[config.mk]
export PLATFORM = sky130hd
export DESIGN_NAME = uart_word_tx
export DESIGN_NICKNAME = d
export VERILOG_FILES = /design/src/rtl/uart_pkg.sv /design/src/rtl/uart_bit_timer.sv /design/src/rtl/uart_word_tx.sv
export SDC_FILE = /design/constraint.sdc
export NUM_CORES = 1
export LEC_CHECK = 0
export ABC_AREA = 1
export CORE_ASPECT_RATIO = 0.75
export CORE_MARGIN = 3
export CORE_UTILIZATION = 40
export DETAILED_ROUTE_END_ITERATION = 8
export PLACE_DENSITY = 0.66
export SKIP_LAST_GASP = 1
export SLEW_MARGIN = 20
export SYNTH_ARGS = -nofsm -noshare
export SYNTH_HDL_FRONTEND = slang
export SYNTH_SLANG_ARGS = --single-unit
[constraint.sdc]
create_clock -name sys_clk -period 2.1 [get_ports sys_clk]
set_clock_uncertainty 0.15 [all_clocks]
set_input_delay 0.315 -clock sys_clk [delete_from_list [all_inputs] [get_ports sys_clk]]
set_output_delay 0.315 -clock sys_clk [all_outputs]
set_load 0.02 [all_outputs]
[src/rtl/uart_pkg.sv]
// Shared definitions for the word-oriented UART transmitter and its future receiver.
// Holds the FSM state type, the parity encodings and the frame-length helper.
package uart_pkg;

  typedef enum logic [2:0] {
    ST_IDLE,
    ST_START,
    ST_DATA,
    ST_PARITY,
    ST_STOP
  } tx_state_e;

  localparam int PAR_NONE = 0;
  localparam int PAR_ODD  = 1;
  localparam int PAR_EVEN = 2;

  // Start bit + 8 data bits + optional parity + 1 or 2 stop bits.
  function automatic int frame_bits(input int parity, input int stop_bits);
    return 10 + ((parity != PAR_NONE) ? 1 : 0) + (stop_bits - 1);
  endfunction

endpackage

[src/rtl/uart_bit_timer.sv]
// Clock-enable bit timer: reloads CLK_DIV-1 on load, counts down while enabled,
// and raises tick for the single cycle in which the count sits at zero.
module uart_bit_timer #(
  parameter int CLK_DIV = 406
) (
  input  logic sys_clk,
  input  logic sys_rst_l,
  input  logic load,
  input  logic enable,
  output logic tick
);

  localparam int TW = $clog2(CLK_DIV);
  localparam logic [TW-1:0] RELOAD = TW'(CLK_DIV - 1);

  logic [TW-1:0] count;

  // NOTE: sequential state is always written with <= so every register samples
  // the pre-edge values of its neighbours, independent of process ordering.
  always_ff @(posedge sys_clk) begin
    if (!sys_rst_l) begin
      count <= '0;
    end else if (load) begin
      count <= RELOAD;
    end else if (enable && (count != '0)) begin
      count <= count - 1'b1;
    end
  end

  assign tick = enable && (count == '0);

endmodule

[src/rtl/uart_word_tx.sv]
// Multi-byte UART transmitter: serialises an NBYTES word as back-to-back 8-bit
// frames on the system clock, with selectable byte order, parity and stop bits.
module uart_word_tx
  import uart_pkg::*;
#(
  parameter int NBYTES    = 2,
  parameter int CLK_DIV   = 406,
  parameter int MSB_FIRST = 0,
  parameter int PARITY    = 0,
  parameter int STOP_BITS = 1
) (
  input  logic                  sys_clk,
  input  logic                  sys_rst_l,
  input  logic [8*NBYTES-1:0]   word_in,
  input  logic                  word_valid,
  output logic                  word_ready,
  output logic                  serial_out,
  output logic                  byte_done,
  output logic                  word_done,
  output logic                  busy
);

  localparam int W          = 8 * NBYTES;
  localparam int FRAME_BITS = frame_bits(PARITY, STOP_BITS);
  localparam int BCW        = (NBYTES > 1) ? $clog2(NBYTES) : 1;
  localparam logic [BCW-1:0] LAST_BYTE = BCW'(NBYTES - 1);
  localparam logic [3:0]     LAST_POS  = 4'(FRAME_BITS - 1);
  localparam logic [3:0]     LAST_DATA = 4'd8;

  tx_state_e      state, state_n;
  logic [3:0]     pos, pos_n;
  logic [BCW-1:0] byte_cnt;
  logic [W-1:0]   word_sr;
  logic [7:0]     cur_byte;
  logic           par_bit;
  logic           line_n;
  logic           byte_done_n;
  logic           word_done_n;
  logic           accept;
  logic           next_byte;
  logic           tick;

  assign word_ready = (state == ST_IDLE);
  assign busy       = (state != ST_IDLE);
  assign accept     = word_ready && word_valid;

  // The byte on the wire always sits at the end of the shift register that
  // leaves first, so byte order is purely a matter of shift direction.
  assign cur_byte = (MSB_FIRST != 0) ? word_sr[W-1 -: 8] : word_sr[7:0];
  assign par_bit  = (PARITY == PAR_ODD) ? ~(^cur_byte) : (^cur_byte);

  uart_bit_timer #(
    .CLK_DIV (CLK_DIV)
  ) u_bit_timer (
    .sys_clk   (sys_clk),
    .sys_rst_l (sys_rst_l),
    .load      (accept || tick),
    .enable    (busy),
    .tick      (tick)
  );

  // pos counts frame bits: 0 = start, 1..8 = data, then parity and stop bits.
  // NOTE: every output of this block gets a default first, so no path can
  // leave a variable unassigned and infer a latch.
  always_comb begin
    state_n     = state;
    pos_n       = pos;
    line_n      = serial_out;
    byte_done_n = 1'b0;
    word_done_n = 1'b0;
    next_byte   = 1'b0;

    unique case (state)
      ST_IDLE: begin
        if (word_valid) begin
          state_n = ST_START;
          pos_n   = 4'd0;
          line_n  = 1'b0;
        end
      end

      ST_START: begin
        if (tick) begin
          state_n = ST_DATA;
          pos_n   = pos + 4'd1;
          line_n  = cur_byte[pos[2:0]];
        end
      end

      ST_DATA: begin
        if (tick) begin
          pos_n = pos + 4'd1;
          if (pos == LAST_DATA) begin
            if (PARITY != PAR_NONE) begin
              state_n = ST_PARITY;
              line_n  = par_bit;
            end else begin
              state_n = ST_STOP;
              line_n  = 1'b1;
            end
          end else begin
            line_n = cur_byte[pos[2:0]];
          end
        end
      end

      ST_PARITY: begin
        if (tick) begin
          state_n = ST_STOP;
          pos_n   = pos + 4'd1;
          line_n  = 1'b1;
        end
      end

      ST_STOP: begin
        if (tick) begin
          if (pos == LAST_POS) begin
            byte_done_n = 1'b1;
            if (byte_cnt == LAST_BYTE) begin
              state_n     = ST_IDLE;
              word_done_n = 1'b1;
              line_n      = 1'b1;
            end else begin
              state_n   = ST_START;
              pos_n     = 4'd0;
              line_n    = 1'b0;
              next_byte = 1'b1;
            end
          end else begin
            pos_n = pos + 4'd1;
          end
        end
      end

      default: begin
        state_n = ST_IDLE;
        line_n  = 1'b1;
      end
    endcase
  end

  always_ff @(posedge sys_clk) begin
    if (!sys_rst_l) begin
      state      <= ST_IDLE;
      pos        <= 4'd0;
      byte_cnt   <= '0;
      serial_out <= 1'b1;
      byte_done  <= 1'b0;
      word_done  <= 1'b0;
    end else begin
      state      <= state_n;
      pos        <= pos_n;
      serial_out <= line_n;
      byte_done  <= byte_done_n;
      word_done  <= word_done_n;
      if (accept) begin
        byte_cnt <= '0;
      end else if (next_byte) begin
        byte_cnt <= byte_cnt + 1'b1;
      end
    end
  end

  // NOTE: the word shift register is pure datapath: it is always loaded on
  // accept before being read, so it carries no reset.
  always_ff @(posedge sys_clk) begin
    if (accept) begin
      word_sr <= word_in;
    end else if (next_byte) begin
      word_sr <= (MSB_FIRST != 0) ? (word_sr << 8) : (word_sr >> 8);
    end
  end

endmodule
==> flow_metrics.env <==
export IMPL_wl_met1_um=1976
export IMPL_hold_depth=2
export IMPL_core_rowCount=21
export IMPL_crit_slowest_cell="clkdlybuf4s50_1"
export IMPL_ff2ff_path_depth=7
export IMPL_crit_end="busy"
export IMPL_io_buffers=23
export IMPL_cts_hold_buffers=0
export IMPL_dr_wl_met3_um=152
export IMPL_initial_utilization=0.4299
export IMPL_worst_pin_slew_ns=0.2832
export IMPL_path_max_fanout=6
export IMPL_timing_final_crit_share=0.9374
export IMPL_final_cell_mix="61 x nand2_1, 38 x inv_1, 36 x nor2_1"
export IMPL_crit_chain="nor2_4 > nand2_4 > clkdlybuf4s50_1"
export IMPL_maxCapViolations=0
export IMPL_synth_cells=249
export IMPL_synth_top_family_by_area="simple AND/OR/NAND/NOR gates"
export IMPL_yosys_warnings=0
export IMPL_htreeDepth=2
export IMPL_cts_made_buffers=5
export IMPL_power_density_nw_per_um2=1337
export IMPL_dr_wl_met2_um=1488
export IMPL_wl_per_cell_um=10.92
export IMPL_finalWirelength_um=3679
export IMPL_setup_violations_final=0
export IMPL_clkTransAtPathRegs_ns=0.07
export IMPL_crit_arrival_ns=1.50
export IMPL_synth_avg_cell_area_um2=7.985
export IMPL_antenna_left=0
export IMPL_clockBufferDepth=2
export IMPL_coreArea_um2=4624
export IMPL_post_cts_setup_buffers=0
export IMPL_drive_gt1_frac=0.1143
export IMPL_diodes=0
export IMPL_cts_num_sinks=36
export IMPL_synth_compound_area_frac=0.05098
export IMPL_synth_area_mux_share=0.06042
export IMPL_syn_area_um2=1988
export IMPL_end_kind="output port"
export IMPL_synthesis_nets=273
export IMPL_crit_required_ns=1.63
export IMPL_r2r_end="word_sr[8]$_SDFFCE_PP0P_"
export IMPL_vias=1590
export IMPL_status="completed"
export IMPL_power_leakage_nw=1.112
export IMPL_synth_seq_area_share=0.4430
export IMPL_grt_pass1_vias=1461
export IMPL_ir_drop_mv=0.5918
export IMPL_die_h_um=67.06
export IMPL_clock_root_buffer="clkbuf_8"
export IMPL_final_area_um2=2402
export IMPL_hold_class="register to register"
export IMPL_final_max_slew_viol_count=0
export IMPL_fmax_mhz=508.0
export IMPL_critical_path_top_delay_family="buffers and inverters"
export IMPL_drc_errors=0
export IMPL_period_minus_slack_ns=1.968
export IMPL_synth_adder_area_share=0.03147
export IMPL_worstSetupStartpoint="state[1]$_SDFFE_PN0P_"
export IMPL_synth_xor_area_frac=0.01762
export IMPL_vias_per_cell=4.718
export IMPL_routed_top_layer="met4"
export IMPL_synth_cell_types=28
export IMPL_first_iter_violations=91
export IMPL_relSlewSlack=0.8110
export IMPL_grt_pass1_wl_um=6417
export IMPL_grt_max_degree=21
export IMPL_die_w_um=87.41
export IMPL_synth_simple_area_share=0.3008
export IMPL_grt_overflow=0
export IMPL_antenna_found_initial=0
export IMPL_rr_startpoint="pos[1]$_SDFFE_PN0P_"
export IMPL_path_buf_inv=1
export IMPL_fin_tns_setup_ns=0
export IMPL_num_nets_final=303
export IMPL_dp_hpwl_um=2751
export IMPL_syn_to_final_growth_pct=20.83
export IMPL_layout_commonest_cell="nand2_1"
export IMPL_io_pins=24
export IMPL_ys_ff_latch=36
export IMPL_grt_use_total=0.1415
export IMPL_dr_pass1_iters=6
export IMPL_total_power_mw=3.213
export IMPL_hold_viol_final=0
export IMPL_critical_path_depth=3
export IMPL_r2r_setup_slack_ns=0.26
export IMPL_worstSetupPathType="register to output port"
export IMPL_rsz0062_at_grt="false"
export IMPL_die_area_um2=5861
export IMPL_cts_tree="yes"
export IMPL_startpoint_type="register"
export IMPL_max_stage_delay_ns=0.60
export IMPL_globalplace_congestion=0.9063
export IMPL_placedInstanceArea_um2=2292
export IMPL_clk_latency_ns=0.29
cell type report:
| class | count | area (µm²) |
|---|---|---|
| fill | 427 | 2222 |
| clock inverter | 3 | 42.54 |
| inverter | 42 | 157.7 |
| tap | 57 | 71.32 |
| multi-input combinational | 168 | 917.1 |
| sequential | 36 | 880.8 |
| clock buffer | 5 | 68.82 |
| timing repair buffer | 26 | 264.0 |
per-stage QoR:
stage / hold WS (ns) / utilization / setup WS [ns] / cells
2_1_floorplan: 0.3148 / - / 0.08973 / 249
3_3_place_gp: 0.3117 / 0.4957 / 0.2758 / 329
3_5_place_dp: 0.3179 / 0.4957 / 0.2696 / 329
4_1_cts: 0.3407 / 0.5195 / 0.1113 / 337
5_1_grt: 0.3720 / 0.5195 / 0.06374 / 337
6_report: 0.3358 / 0.5195 / 0.1315 / 337
worst min-delay path by stage:
stage,from,endpoint
2_1_floorplan,u_bit_timer.count[8]$_SDFFE_PN0P_,u_bit_timer.count[8]$_SDFFE_PN0P_
3_3_place_gp,serial_out$_SDFFE_PN1P_,serial_out$_SDFFE_PN1P_
3_5_place_dp,serial_out$_SDFFE_PN1P_,serial_out$_SDFFE_PN1P_
4_1_cts,serial_out$_SDFFE_PN1P_,serial_out$_SDFFE_PN1P_
5_1_grt,serial_out$_SDFFE_PN1P_,serial_out$_SDFFE_PN1P_
6_report,serial_out$_SDFFE_PN1P_,serial_out$_SDFFE_PN1P_
worst reg2reg max path, stage by stage (launching register included):
cell,delay (ns)
dfxtp_1,0.33
inv_1,0.17
ha_1,0.20
nand3_1,0.12
nor2_1,0.18
nand3_1,0.12
nand2_1,0.12
buf_12,0.16
routing by layer:
layer | global-route usage | up-vias
li1 | - | 851
met1 | 0.2003 | 697
met2 | 0.2021 | 36
met3 | 0.04079 | 6
met4 | 0.05172 | 0
met5 | 0 | -
power breakdown:
| group | total [mW] | switching [mW] | internal (mW) |
|---|---|---|---|
| sequential | 1.10 | 0.129 | 0.973 |
| clock | 0.611 | 0.260 | 0.351 |
| combinational | 1.50 | 0.906 | 0.593 |
| total | 3.21 | 1.30 | 1.92 |
kinds of logic (layout without fill, tap and decap cells):
group,Yosys count,count (layout)
AOI/OAI and AO/OA,16,16
xor gates and xnor gates,4,4
buffers and inverters,45,76
adders and majority gates,5,5
muxes,8,8
DFF,36,36
and+or+nand+nor,135,135
flip-flops by register name, summed over array words and instances (netlist names):
name,flops
state,3
serial_out,1
pos,4
word_sr,16
word_done,1
byte_cnt,1
byte_done,1
u_bit_timer.count,9
cells in the mapped netlist:
library cell | n | share of area
nand2_1 | 61 | 0.12
inv_1 | 38 | 0.072
nor2_1 | 36 | 0.068
nand3_1 | 21 | 0.053
dfxtp_1 | 20 | 0.20
edfxtp_1 | 16 | 0.24
a21oi_1 | 8 | 0.020
mux2_4 | 8 | 0.060
ha_1 | 5 | 0.031
inv_2 | 4 | 0.0075
nand4_1 | 4 | 0.013
xor2_1 | 4 | 0.018
nor3_1 | 3 | 0.0075
o21ai_0 | 3 | 0.0075
nand2_4 | 2 | 0.011
nor2_2 | 2 | 0.0063
nor2_4 | 2 | 0.011
o211ai_1 | 2 | 0.0075
a31oi_1 | 1 | 0.0031
buf_4 | 1 | 0.0038
buf_6 | 1 | 0.0057
clkbuf_8 | 1 | 0.0069
nand2_2 | 1 | 0.0031
nand3_2 | 1 | 0.0050
nand3b_1 | 1 | 0.0038
nor3b_1 | 1 | 0.0038
o21ai_4 | 1 | 0.0082
o221ai_1 | 1 | 0.0044
what timing repair did:
| item | in CTS | in global routing |
|---|---|---|
| hold endpoints to repair | 0 | 0 |
| resized for setup | 1 | 0 |
| endpoints found under the setup margin | 1 | 0 |
Power figures use the tool's default switching activity.
